--- config.mk ---
export PLATFORM = sky130hd
export DESIGN_NAME = bus_arbiter
export DESIGN_NICKNAME = d
export VERILOG_FILES = /design/src/rtl/bus_arbiter.sv
export SDC_FILE = /design/constraint.sdc
export NUM_CORES = 1
export LEC_CHECK = 0
export CAP_MARGIN = 10
export CORE_AREA = 2 2 155 157
export CTS_CLUSTER_DIAMETER = 80
export DETAILED_ROUTE_END_ITERATION = 6
export DIE_AREA = 0 0 157 159
export PLACE_DENSITY = 0.76
export SYNTH_ARGS = -nofsm -noshare
export SYNTH_HDL_FRONTEND = slang
export SYNTH_SLANG_ARGS = --single-unit
--- constraint.sdc ---
create_clock -name i_clock -period 3.45 [get_ports i_clock]
set_clock_uncertainty 0.2 [all_clocks]
set_input_delay 0.5175 -clock i_clock [delete_from_list [all_inputs] [get_ports i_clock]]
set_output_delay 0.5175 -clock i_clock [all_outputs]
set_load 0.005 [all_outputs]
--- src/rtl/bus_arbiter.sv ---
// bus_arbiter: three-port round-robin arbiter onto one shared bus.
// A transfer is held on the bus until i_bus_ready. The granted port must then
// drop its request before the arbiter re-arbitrates.
// Optional watchdog abort: define BUS_ARBITER_TIMEOUT_EN.
module bus_arbiter #(
  parameter int unsigned TIMEOUT    = 1023,
  parameter logic [31:0] ERROR_DATA = 32'hDEADBEEF
) (
  input  logic        i_clock,
  input  logic        i_reset,
  input  logic        i_pa_request,
  input  logic        i_pb_request,
  input  logic        i_pc_request,
  input  logic        i_pa_rw,
  input  logic        i_pb_rw,
  input  logic        i_pc_rw,
  input  logic [31:0] i_pa_address,
  input  logic [31:0] i_pb_address,
  input  logic [31:0] i_pc_address,
  input  logic [31:0] i_pa_wdata,
  input  logic [31:0] i_pb_wdata,
  input  logic [31:0] i_pc_wdata,
  output logic        o_pa_ready,
  output logic        o_pb_ready,
  output logic        o_pc_ready,
  output logic [31:0] o_pa_rdata,
  output logic [31:0] o_pb_rdata,
  output logic [31:0] o_pc_rdata,
  output logic        o_bus_request,
  output logic        o_bus_rw,
  output logic [31:0] o_bus_address,
  output logic [31:0] o_bus_wdata,
  input  logic        i_bus_ready,
  input  logic [31:0] i_bus_rdata,
  output logic [1:0]  o_grant,
  output logic        o_timeout
);

  typedef enum logic [1:0] {StIdle, StAccess, StRelease} state_t;

  localparam logic [1:0] GrantNone = 2'd3;

  state_t           state_q, state_d;
  logic [1:0]       last_q, last_d;
  logic [1:0]       grant_q, grant_d;
  logic             bus_req_q, bus_req_d;
  logic             bus_rw_q, bus_rw_d;
  logic [31:0]      bus_addr_q, bus_addr_d;
  logic [31:0]      bus_wdata_q, bus_wdata_d;
  logic [2:0]       ready_q, ready_d;
  logic [2:0][31:0] rdata_q, rdata_d;

  logic [2:0]       req;
  logic [2:0]       rw;
  logic [2:0][31:0] addr;
  logic [2:0][31:0] wdata;
  logic             pick_valid;
  logic [1:0]       pick;
  logic [1:0]       cand;

  assign req   = {i_pc_request, i_pb_request, i_pa_request};
  assign rw    = {i_pc_rw, i_pb_rw, i_pa_rw};
  assign addr  = {i_pc_address, i_pb_address, i_pa_address};
  assign wdata = {i_pc_wdata, i_pb_wdata, i_pa_wdata};

`ifdef BUS_ARBITER_TIMEOUT_EN
  logic [31:0] wd_q;
  logic        timeout_q, timeout_d;
`endif

  // Round-robin pick: first requesting port after the last one served.
  always_comb begin
    pick_valid = 1'b0;
    pick       = 2'd0;
    cand       = 2'd0;
    for (int k = 1; k <= 3; k++) begin
      cand = 2'((int'(last_q) + k) % 3);
      if (!pick_valid && req[cand]) begin
        pick_valid = 1'b1;
        pick       = cand;
      end
    end
  end

  // Next-state and registered-output logic.
  always_comb begin
    state_d     = state_q;
    last_d      = last_q;
    grant_d     = grant_q;
    bus_req_d   = bus_req_q;
    bus_rw_d    = bus_rw_q;
    bus_addr_d  = bus_addr_q;
    bus_wdata_d = bus_wdata_q;
    ready_d     = 3'b000;
    rdata_d     = rdata_q;
`ifdef BUS_ARBITER_TIMEOUT_EN
    timeout_d   = 1'b0;
`endif
    unique case (state_q)
      StIdle: begin
        if (pick_valid) begin
          grant_d     = pick;
          bus_req_d   = 1'b1;
          bus_rw_d    = rw[pick];
          bus_addr_d  = addr[pick];
          bus_wdata_d = wdata[pick];
          state_d     = StAccess;
        end
      end
      StAccess: begin
        if (i_bus_ready) begin
          ready_d[grant_q] = 1'b1;
          // Writes leave the port's read-data register untouched.
          if (!bus_rw_q) rdata_d[grant_q] = i_bus_rdata;
          bus_req_d = 1'b0;
          last_d    = grant_q;
          state_d   = StRelease;
        end
`ifdef BUS_ARBITER_TIMEOUT_EN
        else if (wd_q == TIMEOUT - 1) begin
          ready_d[grant_q] = 1'b1;
          timeout_d        = 1'b1;
          if (!bus_rw_q) rdata_d[grant_q] = ERROR_DATA;
          bus_req_d = 1'b0;
          last_d    = grant_q;
          state_d   = StRelease;
        end
`endif
      end
      StRelease: begin
        // Wait for the served port to drop so a held request is not served twice.
        if (!req[grant_q]) begin
          grant_d = GrantNone;
          state_d = StIdle;
        end
      end
      default: state_d = StIdle;
    endcase
  end

  // State and output registers with synchronous reset.
  always_ff @(posedge i_clock) begin
    if (i_reset) begin
      state_q     <= StIdle;
      last_q      <= 2'd2;
      grant_q     <= GrantNone;
      bus_req_q   <= 1'b0;
      bus_rw_q    <= 1'b0;
      bus_addr_q  <= '0;
      bus_wdata_q <= '0;
      ready_q     <= 3'b000;
      rdata_q     <= '0;
    end else begin
      state_q     <= state_d;
      last_q      <= last_d;
      grant_q     <= grant_d;
      bus_req_q   <= bus_req_d;
      bus_rw_q    <= bus_rw_d;
      bus_addr_q  <= bus_addr_d;
      bus_wdata_q <= bus_wdata_d;
      ready_q     <= ready_d;
      rdata_q     <= rdata_d;
    end
  end

`ifdef BUS_ARBITER_TIMEOUT_EN
  // Watchdog counts cycles spent in ACCESS; zero on every ACCESS entry.
  always_ff @(posedge i_clock) begin
    if (i_reset) begin
      wd_q      <= '0;
      timeout_q <= 1'b0;
    end else begin
      wd_q      <= (state_q == StAccess) ? wd_q + 32'd1 : 32'd0;
      timeout_q <= timeout_d;
    end
  end

  assign o_timeout = timeout_q;
`else
  assign o_timeout = 1'b0;
`endif

  assign o_pa_ready    = ready_q[0];
  assign o_pb_ready    = ready_q[1];
  assign o_pc_ready    = ready_q[2];
  assign o_pa_rdata    = rdata_q[0];
  assign o_pb_rdata    = rdata_q[1];
  assign o_pc_rdata    = rdata_q[2];
  assign o_bus_request = bus_req_q;
  assign o_bus_rw      = bus_rw_q;
  assign o_bus_address = bus_addr_q;
  assign o_bus_wdata   = bus_wdata_q;
  assign o_grant       = grant_q;

endmodule
# Word level (Yosys, flattened, before mapping)
# Index checks and enable logic that the tools add are counted.
# classes
reduce_logical	15
bitwise_logic	3
n_addsub	3
n_eq_ne	5
div_mod_pow	3
n_lt_le_gt_ge	6
muxes	35
# op_table
op	n
binary-select mux 32 bit (select 2 bit)	2
bitwise mux 96 bit	1
remainder unit 32 x 3 -> 32 bit (second input constant)	3
2-to-1 mux 32 bit	3
demux 32 bit (select 2 bit)	1
2-to-1 mux 2 bit	8
less-than comparator 2 x 3 -> 1 bit (second input constant)	5
AND reduction 3 bit	4
2-to-1 mux 1 bit	11
binary-select mux 1 bit (select 2 bit)	5
adder 2 x 2 -> 3 bit (second input constant)	2
inequality test 2 bit (second input constant)	3
one-hot mux 2 bit (3 select lines)	1
one-hot mux 2 bit (2 select lines)	1
AND reduction 2 bit	2
nonzero test 2 bit	2
adder 2 x 1 -> 3 bit (second input constant)	1
logical AND 1 bit	3
NOT 1 bit	3
OR reduction 3 bit	1
demux 1 bit (select 2 bit)	1
equality test 2 x 1 -> 1 bit (second input constant)	1
equality test 2 bit (second input constant)	1
greater-or-equal comparator 2 x 1 -> 1 bit (second input constant)	1
3 further kinds	4
# word_totals
word_cells	81
inputBits	233
ff_bits	171

# Depth between registers and ports, before layout
# depth
ltp_word	13
ltp_mapped	11
mapped_depth_nobuf	8

# Least setup slack after synthesis
# Ideal clock, no wire load.
# synth_path
path_kind	flip-flop to flip-flop
startpoint	register last_q[0]
endpoint	register bus_addr_q[10], in the netlist o_bus_address[10]
path_stages_with_launch	12
path_slack_ns	1.024
setup_time_ns	0.122
arrival_time_ns	2.104
n_path_buf	3
t_required_ns	3.128
period_less_slack_ns	2.426
cell_sequence	dfxtp_1 > inv_1 > ha_1 > buf_2 > a21oi_1 > a21boi_0 > o22ai_1 > o21ai_0 > buf_4 > buf_2 > mux2i_1 > o21ai_1
# synth_via
elab_chain_cells	13
# synth_rtl
element	line	source
start, declared	44	logic [1:0] last_q, last_d;
start signal, assigned	155	last_q <= last_d;
adder 2 x 1 -> 3 bit	77	cand = 2'((int'(last_q) + k) % 3);
remainder unit 32 x 3 -> 32 bit	77	
binary-select mux 1 bit (select 2 bit)	78	if (!pick_valid && req[cand]) begin
2-to-1 mux 1 bit (not written as such)	78	
2-to-1 mux 1 bit	78	
logical NOT 1 bit	78	
logical AND 1 bit	78	
2-to-1 mux 1 bit	78	
logical NOT 1 bit	78	
logical AND 1 bit	78	
2-to-1 mux 2 bit	78	
binary-select mux 32 bit (select 2 bit)	105	bus_addr_d = addr[pick];
2-to-1 mux 32 bit (not written as such)	105	
end signal, assigned	159	bus_addr_q <= bus_addr_d;
end, declared	48	logic [31:0] bus_addr_q, bus_addr_d;
# Several ways; a longest one is shown, not always the timed one. The select of a mux whose other input is x is not followed.
# A chain may end at the register's enable or synchronous reset.

# Final worst setup path
# layout_path
startpoint	register last_q[0]
endpoint	register bus_addr_q[16], in the netlist o_bus_address[16]
# The elaborated chain is that of the path after synthesis.

==> impl_metrics.csv <==
group,metric,value,unit
timing,max_slew_margin,22.2,%
floorplanning,floorplan.rows,56,
timing,hold-worst-slack,0.254,ns
synth,yosys-mux-area-fraction,10.2,%
min_path,timing.hold.worst.class,"register to register",
clock_network,cts-buffers-inserted,17,
synth,yosysSeqAreaShare,49.4,%
placed_design,portBuffers,399,
floorplanning,floorplan.initialDensity,29.9,%
timing,drv_slew,0,
synth,netlist-cell-type-count,37,
timing,grt_setup_unrepaired,"false",
detailed_routing,route.detailed.drc,0,
setup_path,critPathMaxFanout,43,
cells_and_area,layout-area-overhead-vs-synth,69.6,%
global_route,vias_in_the_first_global_route,7116,
timing,final.min_clock_period,2.98,ns
global_route,groute.usage.overall,20.9,%
synth,postSynthRegisterBits,171,
cells_and_area,layout.cells.most_common,"clkdlybuf4s50_1",
setup_path,cp.required,3.52,ns
status,status,"completed",
timing,setup_viol,0,
power_and_ir_drop,p_total,5.65,mW
synth,synth-compound-area-share,20.4,%
cells_and_area,final.fill_count,2165,
setup_path,timing_worst_setup_path_type,"register to register",
floorplanning,chipHeight,159,um
run,drv.max_cap_violation_count,0,
floorplanning,die_x,157,um
floorplanning,io_pins,401,
clock_network,clock_latency,0.42,ns
cells_and_area,layout-drive-gt1-share,4.76,%
setup_path,timing.critical_path.arrival,3.05,ns
global_route,grt_antenna_before_repair,1,
placed_design,placedCellCount,1464,
synth,synthAdderAreaFrac,0.723,%
power_and_ir_drop,vdd_ir_drop_max,0.329,mV
clock_network,path_clk_slew,0.07,ns
floorplanning,design.core.area,23200,um^2
setup_path,timing.critical_path.to_type,"register",
synth,dominant_combinational_cell_family_by_area_after_synthesis,"compound AO/OA/AOI/OAI gates",
global_route,grt_max_degree,107,
detailed_routing,iter_0_drt_violations,389,
detailed_routing,route.detailed.wl_per_inst,18.3,um
power_and_ir_drop,pwr_density_cell,481,nW/um^2
global_route,grt_pass1_wl,40.3,mm
power_and_ir_drop,power.leakage,4.09,nW
timing,min_period_over_period,86.4,%
clock_network,cts-hold-fix-buffers,0,
detailed_routing,antenna_violating_nets_post_route,0,
synth,avgSynthCellArea,8.69,um^2
clock_network,clock_tree_root,"clkbuf_16",
detailed_routing,drt-total-wl,27.3,mm
cells_and_area,most-common-layout-cells,"clkdlybuf4s50_1 (398), nand2_1 (200), dfxtp_1 (171)",
cells_and_area,layoutNonFillerInstCount,1497,
clock_network,tritoncts_num_sinks,171,
clock_network,ctsHtreeMaxLevel,4,
synth,syn-cell-area,6920,um^2
synth,simple_logic_cell_fraction_of_the_synthesized_area,14.1,%
floorplanning,fp.dieArea,25000,um^2
clock_network,postCtsSetupRepairBufs,0,
clock_network,ctsLongestPathBuffers,2,
timing,timing_hold_violations_final,0,
setup_path,worst_setup_path_start_kind,"register",
timing,max_freq,336,MHz
detailed_routing,pre_antenna_drt_iters,5,
detailed_routing,vias_per_cell,4.83,
detailed_routing,routed-via-count,7227,
synth,syn_nets,1034,
setup_path,reg2reg_slack,0.47,ns
synth,post_synth_xor_area_fraction,0,%
synth,synthCells,797,
cells_and_area,final_nets,1401,
synth,synthesis.yosys.warnings,0,
placed_design,dpl.hpwl,20.0,mm
clock_network,cts.repair.resized,0,
placed_design,gp_congestion,0.852,
timing,worst_pin_slew,1.17,ns
timing,final.setup.tns,0,ns
global_route,gr-total-overflow,0,
clock_network,tritoncts,"built",
[critical path: stages (launching register included)]
cell      delay (ns)
dfxtp_1         0.38
inv_1           0.08
ha_1            0.42
a21oi_1         0.27
a22oi_1         0.15
nor3_1          0.32
and4bb_2        0.49
buf_12          0.27
a22oi_1         0.15
o21ai_1         0.09
[layout make-up]
cell class                 instances  area [um^2]  area share [%]
sequential                       171         3420            29.1
clock buffer                      17          425            3.62
inverter                           5         18.8           0.160
clock inverter                    15          178            1.51
tap                              319          399            3.40
antenna                            1         2.50          0.0213
timing repair buffer             412         4130            35.1
multi-input combinational        557         3170            27.0
[registers in the layout, summed over array words and instances, names as in the netlist, 2 cells and up]
register and cells:
last_q 2, o_bus_address 32, o_bus_wdata 32, o_grant 2
o_pa_rdata 32, o_pb_rdata 32, o_pc_rdata 32, ready_q 3
state_q 2
[worst paths after layout]
| kind | startpoint | end | cells after the start |
|---|---|---|---|
| worst max-delay path | last_q[0]$_SDFFE_PP0P_ | o_bus_address[16]$_SDFFE_PP0P_ | 9 |
| worst min register to register | o_bus_request$_SDFFE_PP0P_ | o_bus_request$_SDFFE_PP0P_ | 2 |
| worst min-delay path | o_bus_request$_SDFFE_PP0P_ | o_bus_request$_SDFFE_PP0P_ | 2 |
| worst max register to register | last_q[0]$_SDFFE_PP0P_ | o_bus_address[16]$_SDFFE_PP0P_ | 9 |
[cells in the mapped netlist]
cell / count / area (um^2)
a22oi_1: 66 / 495
buf_2: 17 / 85.1
o21ai_0: 19 / 95.1
and3b_1: 1 / 8.76
o21bai_1: 1 / 7.51
o21a_1: 1 / 7.51
mux2i_1: 69 / 691
dfxtp_1: 171 / 3420
nand2_1: 200 / 751
a211o_1: 2 / 17.5
o21ai_1: 50 / 250
buf_6: 8 / 90.1
o22ai_1: 2 / 12.5
nor4_1: 2 / 12.5
o31ai_1: 1 / 7.51
buf_4: 4 / 30.0
a21oi_1: 101 / 505
and4_1: 1 / 8.76
mux2i_2: 1 / 13.8
and2b_1: 1 / 7.51
nand3b_1: 2 / 15.0
nor3_1: 3 / 15.0
ha_1: 4 / 50.1
and4bb_2: 1 / 12.5
conb_1: 1 / 3.75
or2_2: 1 / 6.26
nor2_1: 12 / 45.0
nand3_1: 2 / 10.0
or4_1: 1 / 7.51
a21boi_0: 1 / 7.51
or4b_4: 1 / 13.8
and3_1: 1 / 6.26
or4b_2: 1 / 10.0
inv_1: 5 / 18.8
clkbuf_1: 35 / 131
a211oi_1: 1 / 7.51
nand2b_1: 7 / 43.8
[per-stage QoR]
step           utilization, %  setup WS [ns]  area [um^2]
6_report                 50.6          0.471        11700
5_1_grt                  50.6          0.232        11700
4_1_cts                  50.6          0.526        11700
3_5_place_dp             48.0          0.288        11100
3_3_place_gp             48.0          0.376        11100
2_1_floorplan               -           1.02         6920
[where the power goes]
part           internal, mW  switching, mW
Sequential             2.16          0.119
Clock                  1.04          0.920
Combinational         0.802          0.611
Total                  4.00           1.65
[per-layer routing]
layer | global-route usage, % | wire, um | up-vias
met4 | 7.21 | 767 | 0
met1 | 23.6 | 10600 | 3380
met5 | 0 | 0 | -
met2 | 35.4 | 13000 | 313
met3 | 8.46 | 2950 | 38
li1 | - | - | 3496
[cells by family (layout without fill, tap and decap cells)]
family | after synthesis | count (layout)
AO/OA/AOI/OAI | 245 | 245
adder cells (fa/ha/maj) | 4 | 4
buffers and inverters | 69 | 449
flip-flops | 171 | 171
multiplexers | 70 | 70
other | 1 | 2
AND/OR/NAND/NOR | 237 | 237
Note: power is estimated with default switching activity, not from simulation.
